===== src/rtl/axi_clint_xbar_if.sv =====
// axi_clint_xbar_if: single-ID AXI4 bundle shared by the core side and the SoC side of the CLINT router.
interface axi_clint_xbar_if;
    logic        awvalid, awready;
    logic [31:0] awaddr;
    logic [3:0]  awid;
    logic [7:0]  awlen;
    logic [2:0]  awsize;
    logic [1:0]  awburst;
    logic        wvalid, wready, wlast;
    logic [31:0] wdata;
    logic [3:0]  wstrb;
    logic        bvalid, bready;
    logic [1:0]  bresp;
    logic [3:0]  bid;
    logic        arvalid, arready;
    logic [31:0] araddr;
    logic [3:0]  arid;
    logic [7:0]  arlen;
    logic [2:0]  arsize;
    logic [1:0]  arburst;
    logic        rvalid, rready, rlast;
    logic [31:0] rdata;
    logic [1:0]  rresp;
    logic [3:0]  rid;
    modport master (
        output awvalid, awaddr, awid, awlen, awsize, awburst, wvalid, wdata, wstrb, wlast, bready,
               arvalid, araddr, arid, arlen, arsize, arburst, rready,
        input  awready, wready, bvalid, bresp, bid, arready, rvalid, rdata, rresp, rlast, rid
    );
    modport slave (
        input  awvalid, awaddr, awid, awlen, awsize, awburst, wvalid, wdata, wstrb, wlast, bready,
               arvalid, araddr, arid, arlen, arsize, arburst, rready,
        output awready, wready, bvalid, bresp, bid, arready, rvalid, rdata, rresp, rlast, rid
    );
endinterface


===== src/rtl/axi_clint_xbar.sv =====
// axi_clint_xbar: one-outstanding AXI4 router; CLINT window served from a local mtime, everything else forwarded.
module axi_clint_xbar #(
    parameter logic [31:0] CLINT_BASE = 32'h0200_0000,
    parameter logic [31:0] CLINT_MASK = 32'hFFFF_0000,
    parameter int unsigned MTIME_DIV  = 1
) (
    input  logic              clock,
    input  logic              reset,
    axi_clint_xbar_if.slave   s,
    axi_clint_xbar_if.master  m,
    output logic [63:0]       mtime
);
    typedef enum logic [3:0] {IDLE, AR_EXT, R_EXT, R_CLINT, AW_EXT, W_EXT, B_EXT, W_CLINT, B_CLINT} state_t;
    state_t      state_q, state_d;
    logic [31:0] addr_q, addr_d, shadow_q, shadow_d, off, clint_rdata;
    logic [3:0]  id_q, id_d;
    logic [7:0]  len_q, len_d;
    logic [2:0]  size_q, size_d;
    logic [1:0]  burst_q, burst_d;
    logic [15:0] presc_q, presc_d;
    logic [63:0] mtime_q, mtime_d;
    logic        idle, ar_hs, aw_hs, ar_hit, aw_hit, off_lo, off_hi, tick;

    assign idle   = state_q == IDLE;
    assign ar_hs  = idle && s.arvalid;
    assign aw_hs  = idle && s.awvalid && !s.arvalid;
    assign ar_hit = (s.araddr & CLINT_MASK) == CLINT_BASE;
    assign aw_hit = (s.awaddr & CLINT_MASK) == CLINT_BASE;
    assign off    = addr_q & ~CLINT_MASK;
    assign off_lo = off == 32'h0000_BFF8;
    assign off_hi = off == 32'h0000_BFFC;
    assign tick   = presc_q == 16'(MTIME_DIV - 1);
    assign mtime  = mtime_q;
    assign clint_rdata = off_lo ? mtime_q[31:0] : off_hi ? shadow_q : 32'd0;

    always_comb begin
        state_d = state_q;
        addr_d  = addr_q;
        id_d    = id_q;
        len_d   = len_q;
        size_d  = size_q;
        burst_d = burst_q;
        case (state_q)
            IDLE:
                if (ar_hs) begin
                    state_d = ar_hit ? R_CLINT : AR_EXT;
                    {addr_d, id_d, len_d, size_d, burst_d} = {s.araddr, s.arid, s.arlen, s.arsize, s.arburst};
                end else if (aw_hs) begin
                    state_d = aw_hit ? W_CLINT : AW_EXT;
                    {addr_d, id_d, len_d, size_d, burst_d} = {s.awaddr, s.awid, s.awlen, s.awsize, s.awburst};
                end
            AR_EXT:  if (m.arready) state_d = R_EXT;
            R_EXT:   if (m.rvalid && s.rready && m.rlast) state_d = IDLE;
            R_CLINT: if (s.rready) state_d = IDLE;
            AW_EXT:  if (m.awready) state_d = W_EXT;
            W_EXT:   if (s.wvalid && m.wready && s.wlast) state_d = B_EXT;
            W_CLINT: if (s.wvalid && s.wlast) state_d = B_CLINT;
            B_EXT:   if (m.bvalid && s.bready) state_d = IDLE;
            B_CLINT: if (s.bready) state_d = IDLE;
            default: state_d = IDLE;
        endcase
    end

    // Shadow captures the high word in the same cycle the low word is returned, giving a coherent 64-bit pair.
    always_comb begin
        presc_d  = tick ? 16'd0 : presc_q + 16'd1;
        mtime_d  = mtime_q + 64'(tick);
        shadow_d = (state_q == R_CLINT && s.rready && off_lo) ? mtime_q[63:32] : shadow_q;
    end

    always_ff @(posedge clock or negedge reset) begin
        if (!reset) begin
            state_q  <= IDLE;
            addr_q   <= '0;
            id_q     <= '0;
            len_q    <= '0;
            size_q   <= '0;
            burst_q  <= '0;
            presc_q  <= '0;
            mtime_q  <= '0;
            shadow_q <= '0;
        end else begin
            state_q  <= state_d;
            addr_q   <= addr_d;
            id_q     <= id_d;
            len_q    <= len_d;
            size_q   <= size_d;
            burst_q  <= burst_d;
            presc_q  <= presc_d;
            mtime_q  <= mtime_d;
            shadow_q <= shadow_d;
        end
    end

    assign s.arready = idle;
    assign s.awready = idle && !s.arvalid;
    assign m.arvalid = state_q == AR_EXT;
    assign m.awvalid = state_q == AW_EXT;
    assign {m.araddr, m.arid, m.arlen, m.arsize, m.arburst} = {addr_q, id_q, len_q, size_q, burst_q};
    assign {m.awaddr, m.awid, m.awlen, m.awsize, m.awburst} = {addr_q, id_q, len_q, size_q, burst_q};
    assign m.wvalid  = state_q == W_EXT && s.wvalid;
    assign {m.wdata, m.wstrb, m.wlast} = {s.wdata, s.wstrb, s.wlast};
    assign s.wready  = state_q == W_EXT ? m.wready : state_q == W_CLINT;
    assign m.bready  = state_q == B_EXT && s.bready;
    assign s.bvalid  = state_q == B_EXT ? m.bvalid : state_q == B_CLINT;
    assign s.bresp   = state_q == B_EXT ? m.bresp : 2'b10;
    assign s.bid     = state_q == B_EXT ? m.bid : id_q;
    assign m.rready  = state_q == R_EXT && s.rready;
    assign s.rvalid  = state_q == R_EXT ? m.rvalid : state_q == R_CLINT;
    assign s.rdata   = state_q == R_EXT ? m.rdata : clint_rdata;
    assign s.rresp   = state_q == R_EXT ? m.rresp : (off_lo || off_hi) ? 2'b00 : 2'b10;
    assign s.rlast   = state_q == R_EXT ? m.rlast : 1'b1;
    assign s.rid     = state_q == R_EXT ? m.rid : id_q;
endmodule


===== src/flat_wrapper.sv =====
// flat-port wrapper written by rule: the top's interface ports become plain ports
module axi_clint_xbar_flat 
#(
    parameter logic [31:0] CLINT_BASE = 32'h0200_0000,
    parameter logic [31:0] CLINT_MASK = 32'hFFFF_0000,
    parameter int unsigned MTIME_DIV  = 1
)
  (clock, reset, mtime, s_awvalid, s_awaddr, s_awid, s_awlen, s_awsize, s_awburst, s_wvalid, s_wdata, s_wstrb, s_wlast, s_bready, s_arvalid, s_araddr, s_arid, s_arlen, s_arsize, s_arburst, s_rready, s_awready, s_wready, s_bvalid, s_bresp, s_bid, s_arready, s_rvalid, s_rdata, s_rresp, s_rlast, s_rid, m_awvalid, m_awaddr, m_awid, m_awlen, m_awsize, m_awburst, m_wvalid, m_wdata, m_wstrb, m_wlast, m_bready, m_arvalid, m_araddr, m_arid, m_arlen, m_arsize, m_arburst, m_rready, m_awready, m_wready, m_bvalid, m_bresp, m_bid, m_arready, m_rvalid, m_rdata, m_rresp, m_rlast, m_rid);
  axi_clint_xbar_if s_i ();
  axi_clint_xbar_if m_i ();
  input  logic clock;
  input  logic reset;
  output logic [63:0] mtime;
  input wire logic [$bits(s_i.awvalid)-1:0] s_awvalid;
  input wire logic [$bits(s_i.awaddr)-1:0] s_awaddr;
  input wire logic [$bits(s_i.awid)-1:0] s_awid;
  input wire logic [$bits(s_i.awlen)-1:0] s_awlen;
  input wire logic [$bits(s_i.awsize)-1:0] s_awsize;
  input wire logic [$bits(s_i.awburst)-1:0] s_awburst;
  input wire logic [$bits(s_i.wvalid)-1:0] s_wvalid;
  input wire logic [$bits(s_i.wdata)-1:0] s_wdata;
  input wire logic [$bits(s_i.wstrb)-1:0] s_wstrb;
  input wire logic [$bits(s_i.wlast)-1:0] s_wlast;
  input wire logic [$bits(s_i.bready)-1:0] s_bready;
  input wire logic [$bits(s_i.arvalid)-1:0] s_arvalid;
  input wire logic [$bits(s_i.araddr)-1:0] s_araddr;
  input wire logic [$bits(s_i.arid)-1:0] s_arid;
  input wire logic [$bits(s_i.arlen)-1:0] s_arlen;
  input wire logic [$bits(s_i.arsize)-1:0] s_arsize;
  input wire logic [$bits(s_i.arburst)-1:0] s_arburst;
  input wire logic [$bits(s_i.rready)-1:0] s_rready;
  output wire logic [$bits(s_i.awready)-1:0] s_awready;
  output wire logic [$bits(s_i.wready)-1:0] s_wready;
  output wire logic [$bits(s_i.bvalid)-1:0] s_bvalid;
  output wire logic [$bits(s_i.bresp)-1:0] s_bresp;
  output wire logic [$bits(s_i.bid)-1:0] s_bid;
  output wire logic [$bits(s_i.arready)-1:0] s_arready;
  output wire logic [$bits(s_i.rvalid)-1:0] s_rvalid;
  output wire logic [$bits(s_i.rdata)-1:0] s_rdata;
  output wire logic [$bits(s_i.rresp)-1:0] s_rresp;
  output wire logic [$bits(s_i.rlast)-1:0] s_rlast;
  output wire logic [$bits(s_i.rid)-1:0] s_rid;
  output wire logic [$bits(m_i.awvalid)-1:0] m_awvalid;
  output wire logic [$bits(m_i.awaddr)-1:0] m_awaddr;
  output wire logic [$bits(m_i.awid)-1:0] m_awid;
  output wire logic [$bits(m_i.awlen)-1:0] m_awlen;
  output wire logic [$bits(m_i.awsize)-1:0] m_awsize;
  output wire logic [$bits(m_i.awburst)-1:0] m_awburst;
  output wire logic [$bits(m_i.wvalid)-1:0] m_wvalid;
  output wire logic [$bits(m_i.wdata)-1:0] m_wdata;
  output wire logic [$bits(m_i.wstrb)-1:0] m_wstrb;
  output wire logic [$bits(m_i.wlast)-1:0] m_wlast;
  output wire logic [$bits(m_i.bready)-1:0] m_bready;
  output wire logic [$bits(m_i.arvalid)-1:0] m_arvalid;
  output wire logic [$bits(m_i.araddr)-1:0] m_araddr;
  output wire logic [$bits(m_i.arid)-1:0] m_arid;
  output wire logic [$bits(m_i.arlen)-1:0] m_arlen;
  output wire logic [$bits(m_i.arsize)-1:0] m_arsize;
  output wire logic [$bits(m_i.arburst)-1:0] m_arburst;
  output wire logic [$bits(m_i.rready)-1:0] m_rready;
  input wire logic [$bits(m_i.awready)-1:0] m_awready;
  input wire logic [$bits(m_i.wready)-1:0] m_wready;
  input wire logic [$bits(m_i.bvalid)-1:0] m_bvalid;
  input wire logic [$bits(m_i.bresp)-1:0] m_bresp;
  input wire logic [$bits(m_i.bid)-1:0] m_bid;
  input wire logic [$bits(m_i.arready)-1:0] m_arready;
  input wire logic [$bits(m_i.rvalid)-1:0] m_rvalid;
  input wire logic [$bits(m_i.rdata)-1:0] m_rdata;
  input wire logic [$bits(m_i.rresp)-1:0] m_rresp;
  input wire logic [$bits(m_i.rlast)-1:0] m_rlast;
  input wire logic [$bits(m_i.rid)-1:0] m_rid;
  assign s_i.awvalid = s_awvalid;
  assign s_i.awaddr = s_awaddr;
  assign s_i.awid = s_awid;
  assign s_i.awlen = s_awlen;
  assign s_i.awsize = s_awsize;
  assign s_i.awburst = s_awburst;
  assign s_i.wvalid = s_wvalid;
  assign s_i.wdata = s_wdata;
  assign s_i.wstrb = s_wstrb;
  assign s_i.wlast = s_wlast;
  assign s_i.bready = s_bready;
  assign s_i.arvalid = s_arvalid;
  assign s_i.araddr = s_araddr;
  assign s_i.arid = s_arid;
  assign s_i.arlen = s_arlen;
  assign s_i.arsize = s_arsize;
  assign s_i.arburst = s_arburst;
  assign s_i.rready = s_rready;
  assign s_awready = s_i.awready;
  assign s_wready = s_i.wready;
  assign s_bvalid = s_i.bvalid;
  assign s_bresp = s_i.bresp;
  assign s_bid = s_i.bid;
  assign s_arready = s_i.arready;
  assign s_rvalid = s_i.rvalid;
  assign s_rdata = s_i.rdata;
  assign s_rresp = s_i.rresp;
  assign s_rlast = s_i.rlast;
  assign s_rid = s_i.rid;
  assign m_awvalid = m_i.awvalid;
  assign m_awaddr = m_i.awaddr;
  assign m_awid = m_i.awid;
  assign m_awlen = m_i.awlen;
  assign m_awsize = m_i.awsize;
  assign m_awburst = m_i.awburst;
  assign m_wvalid = m_i.wvalid;
  assign m_wdata = m_i.wdata;
  assign m_wstrb = m_i.wstrb;
  assign m_wlast = m_i.wlast;
  assign m_bready = m_i.bready;
  assign m_arvalid = m_i.arvalid;
  assign m_araddr = m_i.araddr;
  assign m_arid = m_i.arid;
  assign m_arlen = m_i.arlen;
  assign m_arsize = m_i.arsize;
  assign m_arburst = m_i.arburst;
  assign m_rready = m_i.rready;
  assign m_i.awready = m_awready;
  assign m_i.wready = m_wready;
  assign m_i.bvalid = m_bvalid;
  assign m_i.bresp = m_bresp;
  assign m_i.bid = m_bid;
  assign m_i.arready = m_arready;
  assign m_i.rvalid = m_rvalid;
  assign m_i.rdata = m_rdata;
  assign m_i.rresp = m_rresp;
  assign m_i.rlast = m_rlast;
  assign m_i.rid = m_rid;
  axi_clint_xbar #(.CLINT_BASE(CLINT_BASE), .CLINT_MASK(CLINT_MASK), .MTIME_DIV(MTIME_DIV)) u_core (.clock(clock), .reset(reset), .s(s_i), .m(m_i), .mtime(mtime));
endmodule

===== config.mk =====
export PLATFORM = sky130hd
export DESIGN_NAME = axi_clint_xbar_flat
export DESIGN_NICKNAME = d
export VERILOG_FILES = /design/src/rtl/axi_clint_xbar_if.sv /design/src/rtl/axi_clint_xbar.sv /design/src/flat_wrapper.sv
export SDC_FILE = /design/constraint.sdc
export NUM_CORES = 1
export LEC_CHECK = 0
export ABC_AREA = 1
export CAP_MARGIN = 20
export CORE_AREA = 2 2 171 173
export DETAILED_ROUTE_END_ITERATION = 7
export DIE_AREA = 0 0 173 175
export PLACE_DENSITY_LB_ADDON = 0.3
export RECOVER_POWER = 25
export SYNTH_ARGS = -nofsm -noshare
export SYNTH_HDL_FRONTEND = slang
export SYNTH_SLANG_ARGS = --single-unit

===== constraint.sdc =====
create_clock -name clock -period 4 [get_ports clock]
set_clock_uncertainty 0.1 [all_clocks]
set_input_delay 0.4 -clock clock [delete_from_list [all_inputs] [get_ports clock]]
set_output_delay 0.4 -clock clock [all_outputs]
set_load 0.02 [all_outputs]

== Yosys cells after proc, flatten, opt, wreduce, memory -nomap -nowiden ==
Cells that the tools add are included.
Cells by class
  add/sub/neg operators: 2
  equal/unequal tests: 21
  mux-type cells: 36
  reduce and logical (&&, ||, !) cells: 22
Operators with widths (number)
  32-bit two-way mux: 5
  64-bit by 1-bit adder with 64-bit output: 1
  4-bit two-way mux: 14
  4-bit one-hot mux with 9 select lines: 1
  16-bit by 10-bit equality test with 1-bit output, second input constant: 2
  16-bit equality test, second input constant: 2
  16-bit by 1-bit adder with 16-bit output, second input constant: 1
  4-bit by 3-bit equality test with 1-bit output, second input constant: 4
  16-bit zero test: 1
  16-bit two-way mux: 1
  8-bit two-way mux: 2
  1-bit logical AND: 15
  2-bit two-way mux: 7
  2-bit by 1-bit inequality test with 1-bit output, second input constant: 6
  9-bit AND reduction: 1
  4-bit by 2-bit equality test with 1-bit output, second input constant: 2
  3-bit two-way mux: 2
  4-bit by 1-bit equality test with 1-bit output, second input constant: 1
  4-bit equality test, second input constant: 1
  4-bit zero test: 1
  1-bit two-way mux: 4
  2-bit inequality test, second input constant: 2
  3-bit inequality test, second input constant: 1
  2-bit AND reduction: 1
  3 further kinds: 3
Storage, ports and cells
  bits in registers: 165
  input port bits: 192
  logic and storage cells: 90

== Longest topological paths before layout ==
Gate-level depths: netlist (run 1).
  word-level depth: 6
  gate-level depth with buffers: 15

== Worst setup path before layout (run 1) ==
No wires, ideal clock.
  kind: register -> register
  start point: register u_core.presc_q[0]
  end point: register u_core.mtime_q[42], in the netlist u_core.mtime[42]
  setup time: 117 ps
  arrival: 2642 ps
  path slack: 1141 ps
  cell stages (with the launch flop): 16
  path buffers: 0
  path through: dfrtp_1 inv_1 ha_1 nand2_1 nor4_1 ha_1 ha_1 nand3_1 nor2_2 nand2_1 nor2_1 nand2_1 nor2_2 nand2_1 nand2_1 nand2_1
On the way
  word-level cells in the longest chain between the ends: 2
Ends and longest elaborated chain
  from (decl): line axi_clint_xbar.sv:20  | logic [15:0] presc_q, presc_d;
  from (signal assigned): line axi_clint_xbar.sv:89  | presc_q <= presc_d;
  16-bit zero test: line axi_clint_xbar.sv:32  | assign tick = presc_q == 16'(MTIME_DIV - 1);
  64-bit by 1-bit adder with 64-bit output: line axi_clint_xbar.sv:67  | mtime_d = mtime_q + 64'(tick);
  named net u_core.mtime_d[42]: line axi_clint_xbar.sv:21  | logic [63:0] mtime_q, mtime_d;
  to (signal assigned): line axi_clint_xbar.sv:90  | mtime_q <= mtime_d;
  to (decl): line axi_clint_xbar.sv:21
The timed path passes the listed nets, and every way through them passes these cells.
A chain may end at the register's enable or synchronous reset.

== Worst setup path in the final report (run 1) ==
  start point: register u_core.addr_q[7], in the netlist u_core.m.araddr[7]
  end point: output port s_rdata[2]
On the way
  word-level cells in the longest chain between the ends: 4
  elaborated cells between the ends (all ways): 5
  those cells by class: eq/ne (2); mux (3)
Ends and longest elaborated chain
  from (decl): line axi_clint_xbar.sv:15  | logic [31:0] addr_q, addr_d, shadow_q, shadow_d, off, clint_rdata;
  from (signal assigned): line axi_clint_xbar.sv:84  | addr_q <= addr_d;
  16-bit equality test: line axi_clint_xbar.sv:31  | assign off_hi = off == 32'h0000_BFFC;
  32-bit two-way mux: line axi_clint_xbar.sv:34  | assign clint_rdata = off_lo ? mtime_q[31:0] : off_hi ? shadow_q : 32'd0;
  32-bit two-way mux (*): line axi_clint_xbar.sv:34
  32-bit two-way mux (*): line axi_clint_xbar.sv:110  | assign s.rdata = state_q == R_EXT ? m.rdata : clint_rdata;
  to (decl): line flat_wrapper.sv:39  | output wire logic [$bits(s_i.rdata)-1:0] s_rdata;
Mark *: on every way between the ends. The rest lies on a longest branch, timed or not.

==> reports/metrics.cfg, run 1 <==
[detailed_routing]
drt_first_pass_iters=6
drc=0
ant_nets=0
drt_iter0_markers=897
vias_per_cell=5.03
wl_per_cell_um=19.2
wirelength_mm=40.4
vias=10600

[logic_synthesis]
synth_top_family_by_area=simple AND/OR/NAND/NOR gates
async_flop_share_pct=100
syn_area_per_cell_sq_um=7.04
yosysSeqAreaShare_pct=40.8
synthMuxAreaShare_pct=0
synth_fp_nets=1634
yosys.area_share.simple_pct=29.9
synth_edf_count=0
synthCells=1437
synth-compound-area-share_pct=11.4
synth.distinct_cells=34
yosys_warnings=0
synth_seq_cells=165
synth_fa_ha_area_share_pct=0.618
synth_xor_area_share_pct=3.98
syn_area_sq_um=10100
ys.flop_type=dfrtp_1

[placement]
gp_congestion=0.966
io_buffers=373
dp_hpwl_mm=31.4
post-place-ws_ns=0.639

[run_status]
violations=capacitance limit, slew limit
status=complete, but fails checks

[sta]
slew_headroom_pct=-54.8
fin_tns_setup_ns=0
worst_slew_pin_slew_ns=2.32
fin_crit_ns=3.61
fin_ws_ns=0.390
setup_violations=0
fmax_mhz=277
hold_viol=0
slew_viol_final=90
rsz0062_at_grt=false
fin_crit_sh_pct=90.2

[global_routing]
grt_max_degree=90
globalRouteMet2Util_pct=41.8
grtUsageMet1_pct=36.1
grt_usage_pct=26.4
busiest_layer=met2
grt_pass1_wl_mm=61.6
grt_pass1_vias=10300
grt_use_met3_pct=4.83
grt_antenna_before_repair=1
grt_overflow_total=0

[clocking]
cts_root_buf=clkbuf_16
clock-sinks=165
clk_latency_ns=0.44
max-clock-path-buffers=2
cts_buffers=17
clk_pin_slew_ns=0.07
cts_tree=yes
cts_setup_buffers=0
cts.htree.levels=4

[run]
maxCapViolCount=1

[critical_path]
worstPathArrival_ns=3.11
crit_type=flip-flop to primary output
timing.critical_path.slowest_stage_cell=clkdlybuf4s50_1
crit_top_cell=nand2_1
crit_path_end_kind=primary output
path_cells=nand4_2 -> nor3_4 -> nand2_4 -> o21ai_0 -> nand2_1 -> nand2_1 -> clkdlybuf4s50_1
worstPathRequired_ns=3.50
max_stage_delay_ns=0.59
cp_max_fo=24
critical_path.startpoint_type=flip-flop

[floorplanning]
rows=62
die_height_um=175
die_area_sq_um=30300
coreArea_sq_um=28400
ioPinCount=446
die_w_um=173
start_util_pct=35.6

[cells_and_area]
drive_gt1_share_pct=3.89
area_delta_synth_final_pct=40.4
nets=1907

[worst_hold_path]
holdCritPathClass=flip-flop to flip-flop

[pwr]
p_leak_nw=5.92
pwr_density_cell_nw_per_um2=529
ir_worst_vdd_v=0.000341

## worst paths after layout
| path | slack [ns] | endpoint | depth (start not counted) | startpoint |
|---|---|---|---|---|
| max | 0.39 | s_rdata[2] | 7 | u_core.m.araddr[7] |
| min | 0.39 | u_core.shadow_q[18] | 2 | u_core.shadow_q[18] |
| max reg2reg | 0.85 | u_core.mtime[62] | 14 | u_core.presc_q[0] |
| min reg2reg | 0.39 | u_core.shadow_q[18] | 2 | u_core.shadow_q[18] |
| max in group asynchronous | 0.95 | u_core.mtime[44] | 3 | reset |
| min in group asynchronous | 1.08 | u_core.m.araddr[16] | 2 | reset |
## state kept, by name, summed over array words and instances, names as in the netlist
register          count
u_core.shadow_q      32
u_core.m.araddr      32
u_core.m.arlen        8
u_core.state_q        4
u_core.m.arburst      2
u_core.mtime         64
u_core.m.arsize       3
u_core.m.arid         4
u_core.presc_q       16
## metrics by stage
| step | util [%] | power, W | std cells | instance area, sq um | hold WS (ns) |
|---|---|---|---|---|---|
| after CTS | 50.1 | 0.00757 | 2107 | 14200 | 0.396 |
| after floorplan | - | 0.00434 | 1437 | 10100 | 0.00441 |
| final | 50.0 | 0.00752 | 2108 | 14200 | 0.391 |
| after detailed placement | 47.9 | 0.00587 | 2074 | 13600 | 0.379 |
| after global placement | 47.9 | 0.00585 | 2074 | 13600 | 0.372 |
| after global routing | 50.0 | 0.00789 | 2108 | 14200 | 0.418 |
## synthesized netlist by cell type (5+ instances only)
cell type / n / area [sq um]
inv_1: 131 / 492
o21ai_0: 126 / 631
xor2_1: 44 / 385
nand2_1: 378 / 1420
nor3_1: 35 / 175
clkbuf_1: 34 / 128
nor2_2: 6 / 37.5
dfrtp_1: 165 / 4130
nand4_1: 17 / 106
o21ai_1: 85 / 425
nand3_1: 82 / 410
nor2_1: 193 / 724
ha_1: 5 / 62.6
buf_4: 90 / 676
buf_2: 7 / 35.0
o22ai_1: 10 / 62.6
## area by class of cell
cell class	count	area (sq um)
multi-input combinational	1005	4660
fill	2789	14200
timing repair buffer	387	3840
clock inverter	13	139
clock buffer	19	453
sequential	165	4130
tap	384	480
antenna	1	2.50
inverter	134	503
## routing by layer
metal  share of wire, %  wire length (um)
met1                 43             17600
met2                 46             18700
met3                7.5              3020
met4                2.9              1190
met5                  0                 0
## cell usage in the layout, fill, tap and decap left out, types with 3 or more instances in the layout
| cell type | Yosys | final |
|---|---|---|
| clkdlybuf4s50_1 | 0 | 372 |
| o22ai_1 | 10 | 10 |
| nor2_1 | 193 | 192 |
| nor3_1 | 35 | 35 |
| o21ai_1 | 85 | 85 |
| inv_6 | 0 | 4 |
| inv_1 | 131 | 130 |
| ha_1 | 5 | 5 |
| inv_2 | 3 | 3 |
| nand4_1 | 17 | 17 |
| nand3_1 | 82 | 82 |
| clkinv_4 | 0 | 5 |
| buf_4 | 90 | 10 |
| nor2_2 | 6 | 6 |
| nor2_4 | 3 | 4 |
| xor2_1 | 44 | 44 |
| nand2_1 | 378 | 378 |
| clkbuf_16 | 0 | 17 |
| dfrtp_1 | 165 | 165 |
| o21ai_0 | 126 | 126 |
## critical path: cells and delay by family (launching register included)
family                 cells  cell delay (ns)
flip-flops                 1             0.41
buffers and inverters      1             0.59
AND/OR/NAND/NOR            5             1.35
AO/OA/AOI/OAI              1             0.31
## timing repair
action,CTS,global route
hold endpoints to repair,44,0
resized for setup,0,1
hold buffers,1,0
endpoints found under the setup margin,0,4
## power by group
| part | switching, W | internal (W) | total (W) |
|---|---|---|---|
| logic | 0.00207 | 0.00154 | 0.00361 |
| clock network | 0.000775 | 0.000913 | 0.00169 |
| registers | 0.000280 | 0.00194 | 0.00222 |
| total | 0.00312 | 0.00439 | 0.00752 |
## cell families (layout without fill, tap and decap cells)
group           Yosys count  in the layout
buf+inv                 267            553
fa+ha+maj                 5              5
xor+xnor                 46             46
other cells               0              1
simple gates            728            728
flops                   165            165
compound gates          226            226
Note: power is estimated with default switching activity, not from simulation.
==> inputs of run 2 (changes only) <==
--- a/config.mk
+++ b/config.mk
@@ -8,6 +8,7 @@
 export ABC_AREA = 1
 export CAP_MARGIN = 20
 export CORE_AREA = 2 2 171 173
+export CTS_CLUSTER_DIAMETER = 60
 export DETAILED_ROUTE_END_ITERATION = 7
 export DIE_AREA = 0 0 173 175
 export PLACE_DENSITY_LB_ADDON = 0.3
==> results of run 2 <==
No change in the layout: final DEF, timing and power equal those of run 1.
==> inputs of run 3 (changes only) <==
--- a/config.mk
+++ b/config.mk
@@ -7,10 +7,10 @@
 export LEC_CHECK = 0
 export ABC_AREA = 1
 export CAP_MARGIN = 20
-export CORE_AREA = 2 2 171 173
+export CORE_AREA = 2 2 174 176
 export CTS_CLUSTER_DIAMETER = 60
 export DETAILED_ROUTE_END_ITERATION = 7
-export DIE_AREA = 0 0 173 175
+export DIE_AREA = 0 0 176 178
 export PLACE_DENSITY_LB_ADDON = 0.3
 export RECOVER_POWER = 25
 export SYNTH_ARGS = -nofsm -noshare
==> constraint.sdc (replaced) <==
create_clock -name clock -period 3 [get_ports clock]
set_clock_uncertainty 0.1 [all_clocks]
set_input_delay 0.3 -clock clock [delete_from_list [all_inputs] [get_ports clock]]
set_output_delay 0.3 -clock clock [all_outputs]
set_load 0.02 [all_outputs]
==> reports/metrics.cfg, run 3 (synthesized netlist as in run 1, its figures left out) <==
[floorplanning]
ioPinCount=446  ; unchanged
die_w_um=176  ; was 173 um
rows=63  ; was 62
start_util_pct=34.4  ; was 35.6%
coreArea_sq_um=29400  ; was 28400 sq um
die_area_sq_um=31300  ; was 30300 sq um
die_height_um=178  ; was 175 um

[detailed_routing]
wl_per_cell_um=18.7  ; was 19.2 um
drt_iter0_markers=947  ; was 897
drc=0  ; unchanged
wl_met2_mm=18.1  ; was 18.7 mm
highest_layer=met4  ; unchanged
drt_first_pass_iters=5  ; was 6
wl_met3_mm=3.10  ; was 3.02 mm
wl_met1_mm=17.5  ; was 17.6 mm
ant_nets=0  ; unchanged
vias_per_cell=5.00  ; was 5.03
vias=10700  ; was 10.6k
wirelength_mm=39.8  ; was 40.4 mm

[critical_path]
crit_type=flip-flop to primary output  ; unchanged
crit_path_end_kind=primary output  ; unchanged
r2r-start=u_core.presc_q[0]  ; unchanged
critical_path.startpoint_type=flip-flop  ; unchanged
worstPathArrival_ns=2.47  ; was 3.11 ns
cp_max_fo=9  ; was 24
worstPathRequired_ns=2.60  ; was 3.50 ns
reg2reg_to=u_core.mtime[37]  ; was u_core.mtime[62]
r2r_setup_slack_ns=0.27  ; was 0.85 ns
reg2regPathDepth=14  ; unchanged

[sta]
slew_headroom_pct=7.46  ; was -54.8%
fin_crit_sh_pct=95.5
rsz0062_at_grt=true  ; was false
slew_viol_final=0  ; was 90
setup_violations=0  ; unchanged
fin_crit_ns=2.87
fmax_mhz=349
hold_viol=0  ; unchanged
fin_tns_setup_ns=0  ; unchanged
worst_slew_pin_slew_ns=1.39  ; was 2.32 ns

[global_routing]
grt_pass1_wl_mm=59.7  ; was 61.6 mm
grt_antenna_before_repair=1  ; unchanged
grt_overflow_total=0  ; unchanged
grt_usage_pct=25.1  ; was 26.4%
grt_pass1_vias=10400  ; was 10.3k
grt_max_degree=61  ; was 90

[clocking]
cts.htree.levels=4  ; unchanged
clk_latency_ns=0.43  ; was 0.44 ns
clock-sinks=165  ; unchanged
cts_root_buf=clkbuf_16  ; unchanged
clk_pin_slew_ns=0.08  ; was 0.07 ns
cts_tree=yes  ; unchanged
cts_buffers=17  ; unchanged
max-clock-path-buffers=2  ; unchanged

[pwr]
power_frac_seq_pct=29.0  ; was 29.5%
p_int_w=0.00600  ; was 0.00439 W
p_sw_share_pct=41.3  ; was 41.6%
power_switching_w=0.00422  ; was 0.00312 W
ir_worst_vdd_v=0.000407  ; was 0.000341 V
pwr-share-clk_pct=23.6  ; was 22.5%
pwr_density_cell_nw_per_um2=704  ; was 529 nW/um^2
power_frac_comb_pct=47.4  ; was 48.0%
p_leak_nw=6.51  ; was 5.92 nW

[cells_and_area]
largest_register_ffs=64  ; unchanged
nets=1923  ; was 1907
instances_no_fill=2130  ; was 2108
drive_gt1_share_pct=5.18  ; was 3.89%
final_cell_mix=nand2_1, clkdlybuf4s50_1, nor2_1, dfrtp_1, inv_1  ; unchanged
final_common_cell=nand2_1  ; unchanged
area_delta_synth_final_pct=43.5  ; was 40.4%

[placement]
dp_hpwl_mm=31.2  ; was 31.4 mm
gp_congestion=0.947  ; was 0.966
io_buffers=373  ; unchanged
dpl.cell_count=2095  ; was 2074

[worst_hold_path]
whs_path_depth=3  ; was 2
holdCritPathClass=input port to flip-flop  ; was flip-flop to flip-flop
hp-start=s_arlen[0]  ; was u_core.shadow_q[18]
hold_end=u_core.m.arlen[0]  ; was u_core.shadow_q[18]

[run]
maxCapViolCount=0  ; was 1

[run_status]
status=complete, no violations  ; was complete, but fails checks

==> run 3: changes by cell type in the layout (fill, tap and decap cells not counted), sizes merged <==
cell / before / now
clkinv: 6 / 0
dlymetal6s2s: 0 / 26
clkbuf: 22 / 20
buf: 11 / 27
clkdlybuf4s50: 372 / 341
inv: 139 / 145
bufinv: 1 / 3
dlygate4sd2: 0 / 5
==> run 3: final cells by class <==
cell class	count	area, sq um
well taps	390	488
flip-flops and latches	165	4130
diodes	1	2.50
inverters	134	503
clock inverters	15	201
clock buffers	17	425
multi-input cells	1005	4700
repair buffers	403	4080
fillers	2923	14900
==> run 3: repair_timing <==
item / CTS / global route
setup endpoints to repair: 32 / 41
hold buffers: 1 / 0
endpoints found under the hold margin: 51 / 0
resized for setup: 13 / 39
pin swaps: 2 / 4
setup buffers: 1 / 0
gates cloned: 0 / 0
==> run 3: power by group through the flow <==
stage	clock (W)	combinational (W)	sequential [W]
floorplan	0	0.00250	0.00328
global placement	0	0.00486	0.00298
detailed placement	0	0.00487	0.00299
CTS	0.00246	0.00490	0.00296
global route	0.00254	0.00517	0.00301
finish	0.00241	0.00484	0.00296
==> run 3: worst max path at each step <==
| stage | end | from | slack [ns] | depth (start not counted) |
|---|---|---|---|---|
| CTS | s_rdata[23] | u_core.m.araddr[1] | -0.0002 | 8 |
| global route | s_rdata[9] | u_core.m.araddr[1] | -0.03 | 9 |
| floorplan | u_core.mtime[42] | u_core.presc_q[0] | 0.14 | 15 |
| detailed placement | u_core.mtime[62] | u_core.presc_q[0] | 0.14 | 13 |
| finish | s_rdata[9] | u_core.m.araddr[1] | 0.13 | 9 |
| global placement | u_core.mtime[62] | u_core.presc_q[0] | 0.19 | 13 |
==> run 3: through the flow <==
stage	power, W	util [%]	worst slack, ns	area [sq um]	hold slack [ns]
finish	0.0102	49.4	0.134	14500	0.375
global route	0.0107	49.4	-0.0278	14500	0.365
CTS	0.0103	49.1	-0.000192	14500	0.323
detailed placement	0.00786	46.8	0.144	13800	0.207
global placement	0.00784	46.8	0.185	13800	0.210
floorplan	0.00579	-	0.141	10100	-0.0956
==> run 3: metal layers <==
metal,up-vias,GRT usage (%)
met2,455,40.3
met3,68,4.84
met5,-,0
met1,5030,34.0
met4,0,8.92
li1,5102,-
==> run 3: critical path, stage by stage, from the launching register on <==
cell	delay (ns)
dfrtp_1	0.40
inv_1	0.11
nand2_2	0.13
nor3_4	0.33
buf_6	0.20
nand3_1	0.07
nand2_1	0.07
nand2_1	0.05
nand2_1	0.06
clkdlybuf4s50_1	0.60
